$ cat config.mk
export PLATFORM = sky130hd
export DESIGN_NAME = systolic_fp8_seq
export DESIGN_NICKNAME = d
export VERILOG_FILES = /design/src/rtl/fp8_sa_pkg.sv /design/src/rtl/sa_skew_line.sv /design/src/rtl/systolic_fp8_seq.sv
export SDC_FILE = /design/constraint.sdc
export NUM_CORES = 2
export LEC_CHECK = 0
export BUFFER_PORTS_ARGS = -buffer_cell sky130_fd_sc_hd__buf_2
export CAP_MARGIN = 25
export CELL_PAD_IN_SITES_DETAIL_PLACEMENT = 0
export CELL_PAD_IN_SITES_GLOBAL_PLACEMENT = 1
export CORE_ASPECT_RATIO = 2
export CORE_UTILIZATION = 45
export DETAILED_ROUTE_END_ITERATION = 8
export PLACE_DENSITY = 0.83
export RECOVER_POWER = 25
export SLEW_MARGIN = 20
export SYNTH_ARGS = -nofsm -noshare
export SYNTH_HDL_FRONTEND = slang
export SYNTH_HIERARCHICAL = 1
export SYNTH_SLANG_ARGS = --single-unit
$ cat constraint.sdc
create_clock -name clk -period 6 [get_ports clk]
set_input_delay 1.2 -clock clk [delete_from_list [all_inputs] [get_ports clk]]
set_output_delay 1.2 -clock clk [all_outputs]
set_load 0.005 [all_outputs]
$ cat src/rtl/fp8_sa_pkg.sv
// Shared types and constants for the FP8 systolic array sequencer.
package fp8_sa_pkg;

    localparam int FP8_W = 8;

    typedef enum logic [2:0] {IDLE, CLEAR, FEED, DRAIN, DONE} seq_state_t;

    function automatic int drain_cycles(input int n);
        return 2 * n;
    endfunction

endpackage

$ cat src/rtl/sa_skew_line.sv
// Fixed-depth register delay line with synchronous active-low clear.
// DEPTH=0 degenerates to a wire so lane 0 needs no special casing upstream.
module sa_skew_line #(
    parameter int W     = 8,
    parameter int DEPTH = 0
) (
    input  logic         clk,
    input  logic         clr_n,
    input  logic [W-1:0] d,
    output logic [W-1:0] q
);

    generate
        if (DEPTH == 0) begin : g_pass
            logic unused_ok;
            assign unused_ok = &{1'b0, clk, clr_n};
            assign q = d;
        end else begin : g_chain
            logic [DEPTH-1:0][W-1:0] stage;
            always_ff @(posedge clk) begin
                if (!clr_n) begin
                    stage <= '0;
                end else begin
                    stage[0] <= d;
                    for (int s = 1; s < DEPTH; s++) stage[s] <= stage[s-1];
                end
            end
            assign q = stage[DEPTH-1];
        end
    endgenerate

endmodule

$ cat src/rtl/systolic_fp8_seq.sv
// Job sequencer for one NxN FP8 systolic tile: clear, stream K operand slices
// with per-lane diagonal skew, wait out fill/drain, then flag the result.
module systolic_fp8_seq
    import fp8_sa_pkg::*;
#(
    parameter int N         = 16,
    parameter int K_MAX     = 256,
    parameter int K_W       = 8,
    parameter int DRAIN_CYC = drain_cycles(N)
) (
    input  logic             clk,
    input  logic             rst_n,
    input  logic             start,
    input  logic [K_W:0]     k_len,
    output logic             busy,
    output logic             done,
    output logic             c_valid,
    output logic             mem_rd_en,
    output logic [K_W-1:0]   mem_rd_addr,
    input  logic [8*N-1:0]   a_rd_data,
    input  logic [8*N-1:0]   b_rd_data,
    output logic             arr_clr_n,
    output logic [8*N-1:0]   a_bus,
    output logic [8*N-1:0]   b_bus
);

    localparam int             DW     = $clog2(DRAIN_CYC + 1);
    localparam logic [K_W:0]   KMAX_V = (K_W + 1)'(K_MAX);

    seq_state_t        state;
    logic [K_W:0]      k_lat;
    logic [K_W-1:0]    addr;
    logic [DW-1:0]     drain_cnt;
    logic              rd_en_d;

    always_ff @(posedge clk) begin
        if (!rst_n) begin
            state     <= IDLE;
            k_lat     <= '0;
            addr      <= '0;
            drain_cnt <= '0;
            rd_en_d   <= 1'b0;
        end else begin
            // Read data lags the strobe by one cycle; this qualifies it.
            rd_en_d <= (state == FEED);
            case (state)
                IDLE: if (start) begin
                    state <= CLEAR;
                    k_lat <= (k_len > KMAX_V) ? KMAX_V : k_len;
                end
                CLEAR: begin
                    addr  <= '0;
                    state <= (k_lat == '0) ? DONE : FEED;
                end
                FEED: begin
                    if ({1'b0, addr} == k_lat - (K_W + 1)'(1)) begin
                        state     <= DRAIN;
                        drain_cnt <= DW'(DRAIN_CYC - 1);
                    end else begin
                        addr <= addr + K_W'(1);
                    end
                end
                DRAIN: begin
                    if (drain_cnt == '0) state <= DONE;
                    else                 drain_cnt <= drain_cnt - DW'(1);
                end
                DONE:    state <= IDLE;
                default: state <= IDLE;
            endcase
        end
    end

    assign busy        = (state != IDLE);
    assign done        = (state == DONE);
    assign c_valid     = (state == DONE);
    assign mem_rd_en   = (state == FEED);
    assign mem_rd_addr = addr;
    // Reset also holds the array cleared, not just the CLEAR state.
    assign arr_clr_n   = rst_n & (state != CLEAR);

    for (genvar i = 0; i < N; i++) begin : g_lane
        logic [FP8_W-1:0] a_q, b_q;
        assign a_q = rd_en_d ? a_rd_data[i*FP8_W +: FP8_W] : '0;
        assign b_q = rd_en_d ? b_rd_data[i*FP8_W +: FP8_W] : '0;

        sa_skew_line #(.W(FP8_W), .DEPTH(i)) u_skew_a (
            .clk   (clk),
            .clr_n (rst_n),
            .d     (a_q),
            .q     (a_bus[i*FP8_W +: FP8_W])
        );
        sa_skew_line #(.W(FP8_W), .DEPTH(i)) u_skew_b (
            .clk   (clk),
            .clr_n (rst_n),
            .d     (b_q),
            .q     (b_bus[i*FP8_W +: FP8_W])
        );
    end

endmodule

==> summary.md <==
| Metric | Value |
|---|---|
| Critical path's largest stage delay | `2.36 ns` |
| Post-Syn Instances | `4774` |
| Synthesized net count | `5047` |
| Post-synthesis sequential element count | `1947` |
| Endpoints failing setup | `0` |
| Routed WL | `83600 µm` |
| Critical Path End | `g_lane[15].u_skew_b/g_chain.stage[7]` |
| Buf/Inv on CP | `1` |
| Wire per inst | `12.2 µm` |
| Largest net degree at the start of global routing | `348` |
| Worst-path cell chain | `clkbuf_1 -> and2_1 -> and2_1` |
| CTS tree | `yes` |
| Max Buffers Root-to-Sink | `3` |
| Post-cts resize count | `0` |
| Area grow syn2layout | `12.1%` |
| Post-CTS Setup Bufs | `0` |
| Sequential fraction of the synthesis area | `67.2%` |
| Top Family by Delay on Critical Path | `buffers and inverters` |
| Dominant cell type by area after synthesis | `dfxtp_1` |
| CP startpoint | `rd_en_d` |
| Syn avg cell area | `12.1 µm²` |
| Slew HR | `-122%` |
| Setup Skew | `0.0327 ns` |
| Cell variety after synth | `52` |
| Slowest cell on the critical path | `clkbuf_1` |
| Failing checks | `max-capacitance violations, max-slew violations` |
| Predominant post-synthesis flop cell | `dfxtp_1` |
| Slew @ Worst Pin | `3.33 ns` |
| GP Congestion | `0.798` |
| DRT iter0 DRCs | `1274` |
| DRC viols | `0` |
| DRT antenna net count | `0` |
| Overflow left after global routing | `0` |
| Critical Path End Type | `register` |
| H-tree levels | `4` |
| Min cycle time layout | `4.37 ns` |
| # IOs | `537` |
| Asr flop ratio synth | `0%` |
| Clk slew on worst S/H paths | `0.07 ns` |
| Mapped Area | `58000 µm²` |
| P_leak | `28.2 nW` |
| Worst Path Max Fanout | `86` |
| Setup TNS | `0 ns` |
| Clk root buf | `clkbuf_16` |
| WP data arrival | `5.06 ns` |
| Layout cells sized above 1 | `27.7%` |
| Yosys top cell area share | `67.2%` |
| Synth area leaders | `dfxtp_1 67%, and2_1 17%, and2_2 7.9%` |
| Worst slack, placed | `2.09 ns` |
| Number of vias per cell | `4.17` |
| Number of global-route vias before repair | `27066` |
| Number of synthesis warnings | `6` |
| Detailed-router iteration count before antenna repair | `4` |
| CTS Buf Count | `162` |
| R2R depth | `3` |
| Most used cell, CP | `and2_1` |
| # rows | `186` |
| RSZ-0062 raised after global routing | `no` |
| Clk_lat worst skew | `0.75 ns` |
| Initial antenna violation count | `10` |
| Fin nets | `5291` |
| Final hold vios | `0` |
| GR Util All Layers | `12.7%` |
| Worst reg-to-reg setup slack | `1.63 ns` |
| Global-route wire length before repair | `135000 µm` |
| Crit path depth | `3` |
| Post-DP HPWL | `49600 µm` |
| Input/output buffers | `536` |
| Hold-fix buffers, CTS | `0` |
| Final worst-path setup slack | `1.63 ns` |
| Max Freq | `0.229 GHz` |
| Crit Path Class | `register to register` |
| Worst reg2reg startpoint | `rd_en_d` |
| Chip height | `510 µm` |
| Hold Path Class | `register to register` |
| Tcrit/Tclk final | `72.8%` |
| Critical path required time | `6.69 ns` |
| Peak supply drop | `0.000266 V` |
| Die X | `256 µm` |
| Startpoint Class | `register` |
| Core area | `128000 µm²` |
| Final Slew Violations | `417` |
| Via Count | `28560` |
| Worst r2r dst | `g_lane[15].u_skew_b/g_chain.stage[7]` |
| Initial Utilization | `45.3%` |
| Outcome | `finished, violations left` |
| Post-synth EDFFs | `0` |
| Die area | `130000 µm²` |
| PwrDens | `371 nW/µm²` |
| Clock tree sinks | `1947` |
| Maxcap violations | `6` |
[cell families (layout without fill, tap and decap cells)]
kind of cell	Yosys count	count (layout)	synth area share (%)
flip-flops	1947	1947	67.2
AND/OR/NAND/NOR	2265	2265	25.7
XOR/XNOR	10	10	0.151
multiplexers	3	3	0.0518
buffers and inverters	484	859	6.11
adder cells (fa/ha/maj)	5	5	0.108
other	0	5	0
AO/OA/AOI/OAI	60	60	0.693
[synthesized netlist by cell type (11+ instances only)]
cell type	instances
buf_4	243
and2_1	1569
and2_2	610
a21oi_1	21
clkbuf_2	60
inv_1	11
dfxtp_1	1947
clkbuf_1	35
nor2_1	22
buf_6	91
buf_2	43
nand2_1	18
[cell type report]
class / instances / area (µm²)
Fill cell: 11334 / 63000
Sequential cell: 1947 / 39000
Multi-Input combinational cell: 2343 / 15500
Clock buffer: 228 / 4650
Timing Repair Buffer: 552 / 2820
Tap cell: 1692 / 2120
Clock inverter: 67 / 935
Inverter: 12 / 45.0
Antenna cell: 5 / 12.5
[worst min path at each step]
stage | startpoint | to | slack [ns] | depth (start not counted)
CTS | g_lane[12].u_skew_a/g_chain.stage[65] | g_lane[12].u_skew_a/g_chain.stage[73] | 0.42 | 1
detailed placement | g_lane[10].u_skew_b/g_chain.stage[65] | g_lane[10].u_skew_b/q[1] | 0.42 | 1
global placement | g_lane[14].u_skew_b/g_chain.stage[17] | g_lane[14].u_skew_b/g_chain.stage[25] | 0.41 | 1
floorplan | g_lane[10].u_skew_a/g_chain.stage[7] | g_lane[10].u_skew_a/g_chain.stage[15] | 0.41 | 1
global route | g_lane[12].u_skew_a/g_chain.stage[65] | g_lane[12].u_skew_a/g_chain.stage[73] | 0.43 | 1
finish | g_lane[13].u_skew_a/g_chain.stage[91] | g_lane[13].u_skew_a/q[3] | 0.42 | 1
[placed cells by master, fill, tap and decap left out, drive strengths merged, types with 5 or more instances in the layout]
cell / instances
clkinvlp: 10
and2: 2179
dfxtp: 1947
nand3: 7
ha: 5
a21oi: 21
xnor2: 6
clkbuf: 235
nand2: 20
nor2: 24
buf: 545
clkinv: 35
inv: 19
o21ai: 12
bufinv: 15
nor3b: 9
diode: 5
a31oi: 9
[state kept, by name (all words and copies together), names as in the netlist]
register and count:
g_lane.u_skew_a/q 120, mem_rd_addr 8, rd_en_d 1, g_lane.u_skew_a/g_chain.stage 840, g_lane.u_skew_b/q 120, g_lane.u_skew_b/g_chain.stage 840
state 3, drain_cnt 6, k_lat 9
[where the power goes]
group / leakage, nW / switching, mW / internal, mW
registers: 15.7 / 0.0258 / 13.0
clock network: 2.71 / 4.62 / 6.13
logic: 9.84 / 0.259 / 0.155
total: 28.2 / 4.91 / 19.2
[layer usage]
| metal | vias to the layer above | GRT usage [%] | share of wire (%) |
|---|---|---|---|
| li1 | 14695 | - | - |
| met1 | 13032 | 15.9 | 46 |
| met2 | 628 | 20.1 | 44 |
| met3 | 191 | 4.19 | 6.2 |
| met4 | 14 | 5.41 | 3.3 |
| met5 | - | 0 | 0.12 |
[per-stage QoR]
| stage | area (µm²) | std cells | hold WS (ns) | util, % | total power [mW] |
|---|---|---|---|---|---|
| after floorplan | 58000 | 4774 | 0.412 | - | 13.6 |
| after global placement | 59500 | 6546 | 0.413 | 46.5 | 13.7 |
| after detailed placement | 59500 | 6546 | 0.417 | 46.5 | 13.7 |
| after CTS | 65000 | 6841 | 0.421 | 50.8 | 24.6 |
| after global routing | 65000 | 6843 | 0.435 | 50.8 | 25.1 |
| final | 65000 | 6846 | 0.417 | 50.8 | 24.2 |
(Power assumes the default switching activity.)
